### src/rtl/reg_bus_pkg.sv
// reg_bus_pkg: shared types and helpers for the register-bus arbiter.
//   arb_state_e  - arbiter FSM state encoding
//   lat_cnt_w()  - width of the read-latency down-counter for a given RD_LAT
package reg_bus_pkg;

  typedef enum logic [1:0] {
    ST_IDLE  = 2'd0,
    ST_ISSUE = 2'd1,
    ST_WAIT  = 2'd2,
    ST_ACK   = 2'd3
  } arb_state_e;

  // The counter is loaded with RD_LAT-1 and counts down to zero.
  function automatic int lat_cnt_w(input int rd_lat);
    return (rd_lat > 2) ? $clog2(rd_lat) : 1;
  endfunction

endpackage

### src/rtl/reg_bus_arb_rr_pick.sv
// rr_pick: combinational round-robin picker.
//   req   in  N_MST  request vector
//   last  in  IDX_W  index of the previous winner; search starts at last+1
//   grant out N_MST  one-hot winner (all zero when no request)
//   idx   out IDX_W  winner index (0 when no request)
module rr_pick #(
  parameter int N_MST = 2,
  parameter int IDX_W = $clog2(N_MST)
) (
  input  logic [N_MST-1:0] req,
  input  logic [IDX_W-1:0] last,
  output logic [N_MST-1:0] grant,
  output logic [IDX_W-1:0] idx
);

  logic             found;
  logic [IDX_W-1:0] cand;

  always_comb begin
    grant = '0;
    idx   = '0;
    found = 1'b0;
    cand  = '0;
    // Walk last+1 .. last+N_MST (mod N_MST); the previous winner is visited last.
    for (int i = 1; i <= N_MST; i++) begin
      cand = IDX_W'((int'(last) + i) % N_MST);
      if (!found && req[cand]) begin
        found       = 1'b1;
        grant[cand] = 1'b1;
        idx         = cand;
      end
    end
  end

endmodule

### src/rtl/reg_bus_arb.sv
// reg_bus_arb: shares one register bus between N_MST masters, one transaction
// at a time. Grants in IDLE, strobes reg_req for one cycle, waits RD_LAT cycles
// for read data, then pulses m_ack to the winner.
//
// Build option: define REG_ARB_PRIO_EN to give master 0 fixed top priority;
// the other masters then rotate among themselves.
//
// Ports:
//   clk, rst_n            clock, synchronous active-low reset
//   m_req/m_wr            per-master request level and write(1)/read(0)
//   m_addr/m_wdata        per-master address/data, master i at slice i
//   m_ack                 one-hot completion pulse
//   m_rdata               last captured read data
//   reg_req/reg_wr        bus strobe (one cycle per transaction) and write enable
//   reg_addr/reg_wdata    bus address/data, held until the next grant
//   reg_rdata             bus read data, valid RD_LAT cycles after reg_req
//
// state    | meaning
// ---------+-----------------------------------------------------------
// ST_IDLE  | no transaction; grant the picked requester if any
// ST_ISSUE | reg_req high for one cycle with the latched command
// ST_WAIT  | counting down the slave read latency, capture at zero
// ST_ACK   | one-cycle m_ack to the granted master
module reg_bus_arb
  import reg_bus_pkg::*;
#(
  parameter int N_MST  = 2,
  parameter int REG_AW = 8,
  parameter int REG_DW = 32,
  parameter int RD_LAT = 1
) (
  input  logic                    clk,
  input  logic                    rst_n,
  input  logic [N_MST-1:0]        m_req,
  input  logic [N_MST-1:0]        m_wr,
  input  logic [N_MST*REG_AW-1:0] m_addr,
  input  logic [N_MST*REG_DW-1:0] m_wdata,
  output logic [N_MST-1:0]        m_ack,
  output logic [REG_DW-1:0]       m_rdata,
  output logic                    reg_req,
  output logic                    reg_wr,
  output logic [REG_AW-1:0]       reg_addr,
  output logic [REG_DW-1:0]       reg_wdata,
  input  logic [REG_DW-1:0]       reg_rdata
);

  localparam int IDX_W = $clog2(N_MST);
  localparam int CNT_W = lat_cnt_w(RD_LAT);

  arb_state_e       state_q, state_d;
  logic [N_MST-1:0] gnt_oh_q;
  logic [IDX_W-1:0] last_grant_q;
  logic [CNT_W-1:0] lat_cnt_q;

  logic [N_MST-1:0]  pick_req;
  logic [N_MST-1:0]  rr_grant;
  logic [IDX_W-1:0]  rr_idx;
  logic [N_MST-1:0]  win_oh;
  logic [IDX_W-1:0]  win_idx;
  logic              upd_last;
  logic              grant_fire;
  logic              sel_wr;
  logic [REG_AW-1:0] sel_addr;
  logic [REG_DW-1:0] sel_wdata;

`ifdef REG_ARB_PRIO_EN
  // Master 0 is handled outside the rotation and never moves last_grant.
  assign pick_req = {m_req[N_MST-1:1], 1'b0};

  always_comb begin
    win_oh   = rr_grant;
    win_idx  = rr_idx;
    upd_last = 1'b1;
    if (m_req[0]) begin
      win_oh   = N_MST'(1);
      win_idx  = '0;
      upd_last = 1'b0;
    end
  end
`else
  assign pick_req = m_req;
  assign win_oh   = rr_grant;
  assign win_idx  = rr_idx;
  assign upd_last = 1'b1;
`endif

  rr_pick #(
    .N_MST (N_MST),
    .IDX_W (IDX_W)
  ) u_rr_pick (
    .req   (pick_req),
    .last  (last_grant_q),
    .grant (rr_grant),
    .idx   (rr_idx)
  );

  assign grant_fire = (state_q == ST_IDLE) && (|m_req);

  always_comb begin
    sel_wr    = 1'b0;
    sel_addr  = '0;
    sel_wdata = '0;
    for (int i = 0; i < N_MST; i++) begin
      if (win_oh[i]) begin
        sel_wr    = m_wr[i];
        sel_addr  = m_addr[i*REG_AW +: REG_AW];
        sel_wdata = m_wdata[i*REG_DW +: REG_DW];
      end
    end
  end

  // State register
  always_ff @(posedge clk) begin
    if (!rst_n) state_q <= ST_IDLE;
    else        state_q <= state_d;
  end

  // Next-state logic
  always_comb begin
    state_d = state_q;
    unique case (state_q)
      ST_IDLE:  if (|m_req) state_d = ST_ISSUE;
      ST_ISSUE: state_d = reg_wr ? ST_ACK : ST_WAIT;
      ST_WAIT:  if (lat_cnt_q == '0) state_d = ST_ACK;
      ST_ACK:   state_d = ST_IDLE;
      default:  state_d = ST_IDLE;
    endcase
  end

  // Output logic
  always_comb begin
    reg_req = (state_q == ST_ISSUE);
    m_ack   = (state_q == ST_ACK) ? gnt_oh_q : '0;
  end

  // Datapath registers
  always_ff @(posedge clk) begin
    if (!rst_n) begin
      gnt_oh_q     <= '0;
      last_grant_q <= IDX_W'(N_MST - 1);
      lat_cnt_q    <= '0;
      reg_wr       <= 1'b0;
      reg_addr     <= '0;
      reg_wdata    <= '0;
      m_rdata      <= '0;
    end else begin
      if (grant_fire) begin
        gnt_oh_q  <= win_oh;
        reg_wr    <= sel_wr;
        reg_addr  <= sel_addr;
        reg_wdata <= sel_wdata;
        if (upd_last) last_grant_q <= win_idx;
      end
      if (state_q == ST_ISSUE) lat_cnt_q <= CNT_W'(RD_LAT - 1);
      if (state_q == ST_WAIT) begin
        if (lat_cnt_q == '0) m_rdata   <= reg_rdata;
        else                 lat_cnt_q <= lat_cnt_q - 1'b1;
      end
    end
  end

endmodule

### config.mk
export PLATFORM = sky130hd
export DESIGN_NAME = reg_bus_arb
export DESIGN_NICKNAME = d
export VERILOG_FILES = /design/src/rtl/reg_bus_pkg.sv /design/src/rtl/reg_bus_arb_rr_pick.sv /design/src/rtl/reg_bus_arb.sv
export SDC_FILE = /design/constraint.sdc
export NUM_CORES = 1
export LEC_CHECK = 0
export ABC_AREA = 1
export BUFFER_PORTS_ARGS = -buffer_cell sky130_fd_sc_hd__buf_4
export CAP_MARGIN = 5
export CELL_PAD_IN_SITES_DETAIL_PLACEMENT = 1
export CELL_PAD_IN_SITES_GLOBAL_PLACEMENT = 2
export CORE_MARGIN = 5
export CORE_UTILIZATION = 20
export CTS_CLUSTER_DIAMETER = 80
export CTS_CLUSTER_SIZE = 8
export DETAILED_ROUTE_END_ITERATION = 6
export MAX_ROUTING_LAYER = met4
export PLACE_DENSITY = 0.82
export SYNTH_ARGS = -nofsm -noshare
export SYNTH_HDL_FRONTEND = slang
export SYNTH_SLANG_ARGS = --single-unit
### constraint.sdc
create_clock -name clk -period 1.51 [get_ports clk]
set_input_delay 0.2265 -clock clk [delete_from_list [all_inputs] [get_ports clk]]
set_output_delay 0.2265 -clock clk [all_outputs]
set_load 0.01 [all_outputs]
==> results of run 1 <==
-- repair_timing --
action                                  4_1_cts  5_1_grt
endpoints found under the setup margin        3       75
setup buffers                                 0        4
gates cloned                                  0        4
resized for setup                             1        9
pin swaps                                     1        1
-- cell families after synthesis --
| logic type | count (synthesis) | share of synthesized area, % |
|---|---|---|
| and+or+nand+nor | 334 | 38.90 |
| buffers and inverters | 88 | 10.46 |
| DFF | 79 | 43.51 |
| AOI/OAI and AO/OA | 39 | 5.749 |
| adders and majority gates | 4 | 1.377 |
-- state kept, by name, summed over array words and instances (netlist names) --
name / cells
reg_addr: 8
reg_wdata: 32
gnt_oh_q: 2
last_grant_q: 1
m_rdata: 32
state_q: 2
reg_wr: 1
lat_cnt_q: 1
-- layer usage --
layer | track usage, % | up-vias | share of wire [%]
met1 | 16.13 | 1854 | 43
met3 | 4.798 | 9 | 7.5
li1 | - | 2099 | -
met2 | 22.09 | 109 | 48
met5 | - | - | 0
met4 | 2.504 | 0 | 0.61
-- power by group --
part / total [mW] / switching [mW] / internal, mW
registers: 3.12 / 0.356 / 2.77
clock network: 2.31 / 0.995 / 1.32
logic: 4.81 / 2.62 / 2.19
-- critical path: cells and delay by family, from the launching register on --
| family | cells | cell delay, ns |
|---|---|---|
| fa+ha+maj | 1 | 0.16 |
| buf+inv | 3 | 0.33 |
| flops | 1 | 0.32 |
| simple gates | 1 | 0.06 |
-- through the flow --
| stage | setup WS, ns | area, um^2 | hold WS [ns] |
|---|---|---|---|
| floorplan | 0.05395 | 3635 | 0.3622 |
| global placement | 0.03957 | 5339 | 0.4498 |
| detailed placement | 0.01084 | 5339 | 0.4603 |
| CTS | 0.0003451 | 5650 | 0.09744 |
| global route | 0.006556 | 5811 | 0.1060 |
| finish | 0.08081 | 5811 | 0.1148 |
-- how the worst max path moves through the flow --
| stage | slack, ns | endpoint | startpoint | depth (start not counted) |
|---|---|---|---|---|
| after floorplan | 0.05 | reg_wdata[19] | state_q[0] | 10 |
| after global placement | 0.04 | reg_wdata[6] | state_q[1] | 8 |
| after detailed placement | 0.01 | reg_wdata[10] | state_q[0] | 7 |
| after CTS | 0.0003 | reg_wdata[9] | state_q[1] | 8 |
| after global routing | 0.007 | m_rdata[1] | state_q[0] | 6 |
| final | 0.08 | m_ack[0] | state_q[0] | 5 |
-- layout make-up --
class / count / area, um^2 / area share [%]
well taps: 229 / 286.5 / 4.931
clock buffers: 9 / 225.2 / 3.876
flip-flops and latches: 79 / 1584 / 27.26
multi-input cells: 378 / 1714 / 29.50
clock inverters: 7 / 83.83 / 1.443
repair buffers: 215 / 1723 / 29.65
inverters: 51 / 193.9 / 3.338
-- cell usage after synthesis --
cell / instances
a21oi_1: 4
buf_1: 1
buf_2: 13
buf_4: 3
buf_6: 3
clkbuf_1: 17
dfxtp_1: 79
ha_1: 4
inv_1: 47
inv_2: 4
nand2_1: 72
nand2_2: 1
nand3_1: 75
nand3_4: 1
nand4_1: 17
nor2_1: 165
nor2_2: 2
nor4_1: 1
o211ai_1: 1
o21ai_0: 2
o21ai_1: 31
o21ai_4: 1
==> impl_metrics.env, run 1 <==
export IMPL_final_util_pct=32.46
export IMPL_vias=4071
export IMPL_crit_arrival_ns=1.20
export IMPL_final_common_cell="buf_4"
export IMPL_path_class="reg -> out"
export IMPL_status="completed"
export IMPL_max_stage_delay_ns=0.32
export IMPL_gp_congestion=0.7111
export IMPL_r2r_end="reg_wdata[18]"
export IMPL_core_area_um2=17900
export IMPL_n_fill_cell=2241
export IMPL_worst_setup_path_start_kind="flop"
export IMPL_setup_viol=0
export IMPL_cp_required_ns=1.28
export IMPL_die_area_um2=20970
export IMPL_ys_seq_elements=79
export IMPL_syn_cell_area_um2=3635
export IMPL_clkTransAtPathRegs_ns=0.07
export IMPL_cts_path_max_buffers=2
export IMPL_worstReg2RegStart="state_q[0]"
export IMPL_power_density_nw_per_um2=1763
export IMPL_tns_ns=0
export IMPL_synth_top_area_cell="dfxtp_1"
export IMPL_nets=856
export IMPL_fmax_ghz=0.6997
export IMPL_finalPower_mw=10.24
export IMPL_root_buffer="clkbuf_16"
export IMPL_slew_headroom_pct=67.82
export IMPL_synth_cell_types=22
export IMPL_grt_pass1_wl_um=21420
export IMPL_drive_gt1_share_pct=33.29
export IMPL_skew_ns=0.007070
export IMPL_syn2layout_area_growth_pct=59.86
export IMPL_grt_overflow=0
export IMPL_placed_cells=944
export IMPL_synth_top_cell_area_share_pct=43.51
export IMPL_hold_violations=0
export IMPL_cap_viol_max_count=0
export IMPL_antenna_diode_count=0
export IMPL_cts_sinks=79
export IMPL_cp_end_kind="output pin"
export IMPL_tightest_slew_ns=0.4826
export IMPL_syn_inst=544
export IMPL_rsz0062_at_grt="no"
export IMPL_grt_max_degree=46
export IMPL_h_tree_depth=3
export IMPL_syn_nets=666
export IMPL_slew_violations=0
export IMPL_min_period_over_period_pct=94.65
export IMPL_crit_slowest_cell="dfxtp_2"
export IMPL_min_path_type="in -> reg"
export IMPL_ios=194
export IMPL_first_pass_iters=4
export IMPL_syn_avg_cell_area_um2=6.682
export IMPL_fin_crit_ns=1.429
export IMPL_ir_worst_vdd_v=0.0006589
export IMPL_cp_common_cell="buf_4"
export IMPL_rows=49
export IMPL_die_w_um=144.8
export IMPL_io_buffers=193
export IMPL_total_leakage_power_nw=2.981
export IMPL_layout_common_cells="buf_4 (205), nor2_1 (165), dfxtp_1 (77), nand3_1 (75), nand2_1 (71)"
export IMPL_cp_cell_sequence="buf_4 -> ha_4 -> nand2_1 -> inv_1 -> buf_4"
export IMPL_cts_hold_buffers_added=0
export IMPL_antenna_found_initial=0
export IMPL_hp_start="reg_rdata[30]"
export IMPL_stdcell_count=968
export IMPL_start_util_pct=20.30
export IMPL_avgViaCountPerCell=4.206
export IMPL_yosysSeqAreaShare_pct=43.51
export IMPL_clock_latency_ns=0.34
export IMPL_cts_tree="yes"
export IMPL_drtAntennaViolNets=0
export IMPL_wl_per_cell_um=15.15
export IMPL_drcViolationCount=0
export IMPL_numCtsBuffers=9
export IMPL_yosysWarnings=0
export IMPL_min_to="m_rdata[30]"
export IMPL_dp_hpwl_um=10030
export IMPL_cp_max_fo=4
export IMPL_regToRegSetupSlack_ns=0.11
export IMPL_synth_area_leaders="dfxtp_1 (44%), nor2_1 (17%), nand3_1 (10%)"
export IMPL_grt_pass1_vias=3993
export IMPL_gr_usage_all_layers_pct=13.47
export IMPL_wl_um=14670
export IMPL_first_iter_violations=123
export IMPL_reg2reg_depth=9
export IMPL_die_h_um=144.8
export IMPL_hold_path_depth=3
Power figures use the tool's default switching activity.
==> inputs of run 2 (changes only) <==
==> constraint.sdc (replaced) <==
create_clock -name clk -period 1.51 [get_ports clk]
set_input_delay 0.302 -clock clk [delete_from_list [all_inputs] [get_ports clk]]
set_output_delay 0.302 -clock clk [all_outputs]
set_load 0.01 [all_outputs]
==> run 2 against run 1 <==
Combinational power grew 3%. Worst setup slack worse by 0.033 ns. Sequential power about the same. Global-route usage increased by 0.089 points. Sequential share of layout area is 0.27 points lower. Die area unchanged. Core utilization up 0.33 points.
==> impl_metrics.env, run 2 (synthesis gave the netlist of run 1 again) <==
export IMPL_status="completed"
export IMPL_numCtsBuffers=9
export IMPL_total_leakage_power_nw=3.001
export IMPL_cp_common_cell="buf_6"
export IMPL_gr_usage_all_layers_pct=13.56
export IMPL_slew_violations=0
export IMPL_setup_viol=0
export IMPL_dp_hpwl_um=10290
export IMPL_top_regs="m_rdata (32), reg_wdata (32), reg_addr (8)"
export IMPL_ir_worst_vdd_v=0.0005372
export IMPL_finalPower_mw=10.37
export IMPL_setup_ws_ns=0.04739
export IMPL_drcViolationCount=0
export IMPL_antenna_found_initial=0
export IMPL_die_area_um2=20970
export IMPL_final_common_cell="buf_4"
export IMPL_io_buffers=193
export IMPL_hold_violations=0
export IMPL_grt_pass1_wl_um=21500
export IMPL_fmax_ghz=0.6837
export IMPL_core_area_um2=17900
export IMPL_cts_path_max_buffers=2
export IMPL_die_h_um=144.8
export IMPL_skew_ns=0.01102
export IMPL_drtAntennaViolNets=0
export IMPL_crit_slowest_cell="dfxtp_2"
export IMPL_grt_pass1_vias=4173
export IMPL_cp_cell_sequence="buf_6 -> ha_4 -> nand2_1 -> inv_1 -> buf_6"
export IMPL_antenna_diode_count=0
export IMPL_cp_required_ns=1.21
export IMPL_slew_headroom_pct=64.99
export IMPL_cts_sinks=79
export IMPL_cp_max_fo=4
export IMPL_fin_area_um2=5869
export IMPL_start_util_pct=20.30
export IMPL_path_class="reg -> out"
export IMPL_cp_top_family="flip-flops"
export IMPL_ios=194
export IMPL_power_density_nw_per_um2=1767
export IMPL_crit_arrival_ns=1.16
export IMPL_place_area_um2=5359
export IMPL_wl_per_cell_um=15.65
export IMPL_grt_overflow=0
export IMPL_tightest_slew_ns=0.5250
export IMPL_nets=859
export IMPL_die_w_um=144.8
export IMPL_gp_congestion=0.7136
export IMPL_rows=49
export IMPL_fin_crit_ns=1.463
export IMPL_first_iter_violations=142
export IMPL_avgViaCountPerCell=4.229
export IMPL_grt_max_degree=46
export IMPL_clkTransAtPathRegs_ns=0.07
export IMPL_drive_gt1_share_pct=33.69
export IMPL_max_stage_delay_ns=0.33
export IMPL_cap_viol_max_count=0
export IMPL_h_tree_depth=3
export IMPL_cts_tree="yes"
export IMPL_min_period_over_period_pct=96.86
export IMPL_worst_setup_path_start_kind="flop"
export IMPL_final_util_pct=32.79
export IMPL_regToRegSetupSlack_ns=0.07
export IMPL_vias=4106
export IMPL_tns_ns=0
export IMPL_layout_common_cells="buf_4 (202), nor2_1 (165), dfxtp_1 (77), nand3_1 (75), nand2_1 (71)"
export IMPL_path_buf_inv=3
export IMPL_dp_slack_ns=0.03715
export IMPL_min_path_type="in -> reg"
export IMPL_clock_latency_ns=0.34
export IMPL_cp_end_kind="output pin"
export IMPL_root_buffer="clkbuf_16"
export IMPL_rsz0062_at_grt="yes"
export IMPL_syn2layout_area_growth_pct=61.48
export IMPL_wl_um=15200
export IMPL_first_pass_iters=4
[run 2: cell types whose count changed in the layout (fill, tap and decap cells not counted)]
cell      previous run  this run
buf_6                3         8
buf_4              205       202
clkinv_4             0         1
clkinv_8             0         1
ha_1                 2         1
ha_2                 0         1
inv_6                4         3
inv_8                1         0
nand3_4              1         2
[run 2: power breakdown]
part / leakage, nW / internal (mW) / switching (mW)
combinational: 2.20 / 2.25 / 2.70
clock: 0.150 / 1.32 / 0.975
sequential: 0.651 / 2.77 / 0.363
[run 2: final cells by class]
class | count | area (um^2)
clock buffers | 9 | 225.2
multi-input cells | 379 | 1734
flip-flops and latches | 79 | 1584
repair buffers | 217 | 1757
fillers | 2229 | 12030
well taps | 229 | 286.5
clock inverters | 7 | 88.84
inverters | 51 | 193.9
[run 2: worst min-delay path, delay by kind of cell]
kind	cells	cell delay, ns
AO/OA/AOI/OAI	1	0.06
buffers and inverters	1	0.07
AND/OR/NAND/NOR	1	0.07
[run 2: final timing paths]
check                 from             to  cells past startpoint
min          reg_rdata[18]    m_rdata[18]                      3
max reg2reg     state_q[0]  reg_wdata[18]                      9
min reg2reg      lat_cnt_q      lat_cnt_q                      2
max             state_q[0]       m_ack[0]                      5
[run 2: routing by layer]
metal	up-vias	GRT usage, %	routed length [um]
met3	10	5.225	1142
met5	-	-	0
met2	108	23.18	7413
met4	0	2.798	114
li1	2112	-	-
met1	1876	15.10	6529
[run 2: what timing repair did]
item / CTS / global route
hold buffers: 0 / 0
buffers inserted: 0 / 4
pin swaps: 0 / 1
setup endpoints to repair: 2 / 53
gates cloned: 0 / 6
gates resized for setup: 6 / 10
[run 2: metrics by stage]
stage               cells  hold WS (ns)
floorplan             544        0.4358
global placement      945        0.4479
detailed placement    945        0.4584
CTS                   961        0.1742
global route          971        0.1831
finish                971        0.1940
==> inputs of run 3 (changes only) <==
--- a/config.mk
+++ b/config.mk
@@ -12,10 +12,10 @@
 export CELL_PAD_IN_SITES_GLOBAL_PLACEMENT = 2
 export CORE_MARGIN = 5
-export CORE_UTILIZATION = 20
+export CORE_UTILIZATION = 22
 export CTS_CLUSTER_DIAMETER = 80
 export CTS_CLUSTER_SIZE = 8
 export DETAILED_ROUTE_END_ITERATION = 6
 export MAX_ROUTING_LAYER = met4
-export PLACE_DENSITY = 0.82
+export PLACE_DENSITY = 0.85
 export SYNTH_ARGS = -nofsm -noshare
 export SYNTH_HDL_FRONTEND = slang
==> constraint.sdc (replaced) <==
create_clock -name clk -period 1.63 [get_ports clk]
set_input_delay 0.2445 -clock clk [delete_from_list [all_inputs] [get_ports clk]]
set_output_delay 0.2445 -clock clk [all_outputs]
set_load 0.01 [all_outputs]
==> run 3 against run 2 <==
The flow now finishes with violations (DRC). Die area decreased by 8.5%. Wire length fell by 8.5%. Clock-buffer cell count up 1. Power decreased by 10%. Core utilization is 2.0 points higher. Critical path depth up 3. Critical path type is now reg -> reg. Largest power group unchanged.
==> impl_metrics.env, run 3 (synthesis gave the netlist of run 1 again) <==
export IMPL_status="finished with violations"
export IMPL_violations="DRC"
export IMPL_start_util_pct=22.15
export IMPL_wl_per_cell_um=14.61
export IMPL_antenna_diode_count=0
export IMPL_hold_path_depth=3
export IMPL_place_area_um2=5313
export IMPL_ir_worst_vdd_v=0.0006133
export IMPL_cap_viol_max_count=0
export IMPL_grt_pass1_wl_um=21620
export IMPL_regToRegSetupSlack_ns=0.10
export IMPL_fin_area_um2=5708
export IMPL_h_tree_depth=3
export IMPL_numCtsBuffers=9
export IMPL_layout_common_cells="buf_4 (202), nor2_1 (165), dfxtp_1 (78), nand3_1 (75), nand2_1 (70)"
export IMPL_die_area_um2=19190
export IMPL_antenna_found_initial=0
export IMPL_stdcell_count=952
export IMPL_drive_gt1_share_pct=32.24
export IMPL_gr_usage_all_layers_pct=14.01
export IMPL_slew_headroom_pct=69.74
export IMPL_vias=4215
export IMPL_root_buffer="clkbuf_16"
export IMPL_placed_cells=933
export IMPL_dp_hpwl_um=10350
export IMPL_setup_viol=0
export IMPL_nets=849
export IMPL_reg2reg_depth=8
export IMPL_finalPower_mw=9.287
export IMPL_io_buffers=193
export IMPL_tightest_slew_ns=0.4538
export IMPL_grt_pass1_vias=4271
export IMPL_drcViolationCount=1
export IMPL_fin_crit_ns=1.525
export IMPL_cp_end_kind="flop"
export IMPL_min_path_type="in -> reg"
export IMPL_syn2layout_area_growth_pct=57.04
export IMPL_cp_max_fo=25
export IMPL_min_to="m_rdata[21]"
export IMPL_fmax_ghz=0.6556
export IMPL_hold_violations=0
export IMPL_cts_sinks=79
export IMPL_die_h_um=138.5
export IMPL_gp_congestion=0.7877
export IMPL_rows=47
export IMPL_worst_setup_path_start_kind="flop"
export IMPL_slew_violations=0
export IMPL_skew_ns=0.005324
export IMPL_cts_hold_buffers_added=0
export IMPL_grt_overflow=0
export IMPL_drtAntennaViolNets=0
export IMPL_total_leakage_power_nw=2.943
export IMPL_min_period_over_period_pct=93.58
export IMPL_core_area_um2=16410
export IMPL_grt_max_degree=35
export IMPL_path_class="reg -> reg"
export IMPL_top_regs="m_rdata (32), reg_wdata (32), reg_addr (8)"
export IMPL_final_common_cell="buf_4"
export IMPL_r2r_end="reg_wdata[7]"
export IMPL_cts_path_max_buffers=2
export IMPL_crit_arrival_ns=1.76
export IMPL_cp_required_ns=1.86
export IMPL_power_density_nw_per_um2=1627
export IMPL_die_w_um=138.5
export IMPL_first_iter_violations=147
export IMPL_cts_tree="yes"
export IMPL_avgViaCountPerCell=4.428
export IMPL_ios=194
export IMPL_wl_um=13910
export IMPL_hp_start="reg_rdata[21]"
export IMPL_clkTransAtPathRegs_ns=0.06
export IMPL_worstReg2RegStart="state_q[0]"
export IMPL_clock_latency_ns=0.34
export IMPL_first_pass_iters=7
export IMPL_rsz0062_at_grt="no"
-- run 3: cell types whose count changed in the layout (fill, tap and decap cells not counted), sizes merged --
cell and change:
clkbuf -1, clkinvlp -1, inv -3, clkinv +1, buf -8, bufinv +2
-- run 3: area by class of cell --
cell class / instances / area, um^2
Fill cell: 2038 / 10700
Multi-Input combinational cell: 379 / 1709
Timing Repair Buffer: 207 / 1607
Sequential cell: 79 / 1583
Tap cell: 220 / 275.3
Clock buffer: 10 / 229.0
Inverter: 51 / 196.4
Clock inverter: 6 / 108.9
-- run 3: repair_timing --
item                       4_1_cts  5_1_grt
setup endpoints to repair       13       70
gates cloned                     0        2
resized for setup                1        9
pin swaps                        0        1
buffers inserted                 0        1
-- run 3: how the worst max path moves through the flow --
stage | startpoint | endpoint | slack [ns]
6_report | state_q[0] | reg_wdata[7] | 0.10
2_1_floorplan | state_q[0] | reg_wdata[19] | 0.17
3_5_place_dp | state_q[0] | reg_wdata[6] | -0.03
3_3_place_gp | state_q[0] | reg_wdata[4] | 0.10
5_1_grt | state_q[0] | reg_wdata[0] | 0.01
4_1_cts | state_q[0] | reg_wdata[31] | 0.02
-- run 3: metal layers --
| layer | share of wire, % | GRT usage (%) |
|---|---|---|
| met4 | 1.6 | 4.160 |
| met2 | 47 | 22.35 |
| met1 | 45 | 17.38 |
| met5 | 0 | - |
| met3 | 6.0 | 3.862 |
-- run 3: where the power goes --
part	switching, mW	internal, mW	total [mW]	leakage (nW)
sequential	0.376	2.56	2.94	0.651
combinational	2.27	1.77	4.04	2.13
clock	0.809	1.49	2.30	0.166
total	3.46	5.83	9.29	2.94
-- run 3: through the flow --
stage	hold slack, ns	setup WS (ns)	util, %	setup TNS, ns
after detailed placement	0.4579	-0.02533	32.38	-0.06114
after global routing	0.1480	0.01146	34.79	0
after floorplan	0.3802	0.1739	-	0
after global placement	0.4484	0.1003	32.38	0
final	0.1409	0.1047	34.79	0
after CTS	0.1256	0.02483	34.46	0
-- run 3: worst max-delay path, cell delays in order, from the launching register on --
cell and delay (ns):
dfxtp_2 0.35, inv_1 0.11, ha_1 0.23, buf_8 0.23, o21ai_2 0.19, nand2_1 0.10, nand2_1 0.06, nor2_1 0.10
nor2_1 0.04
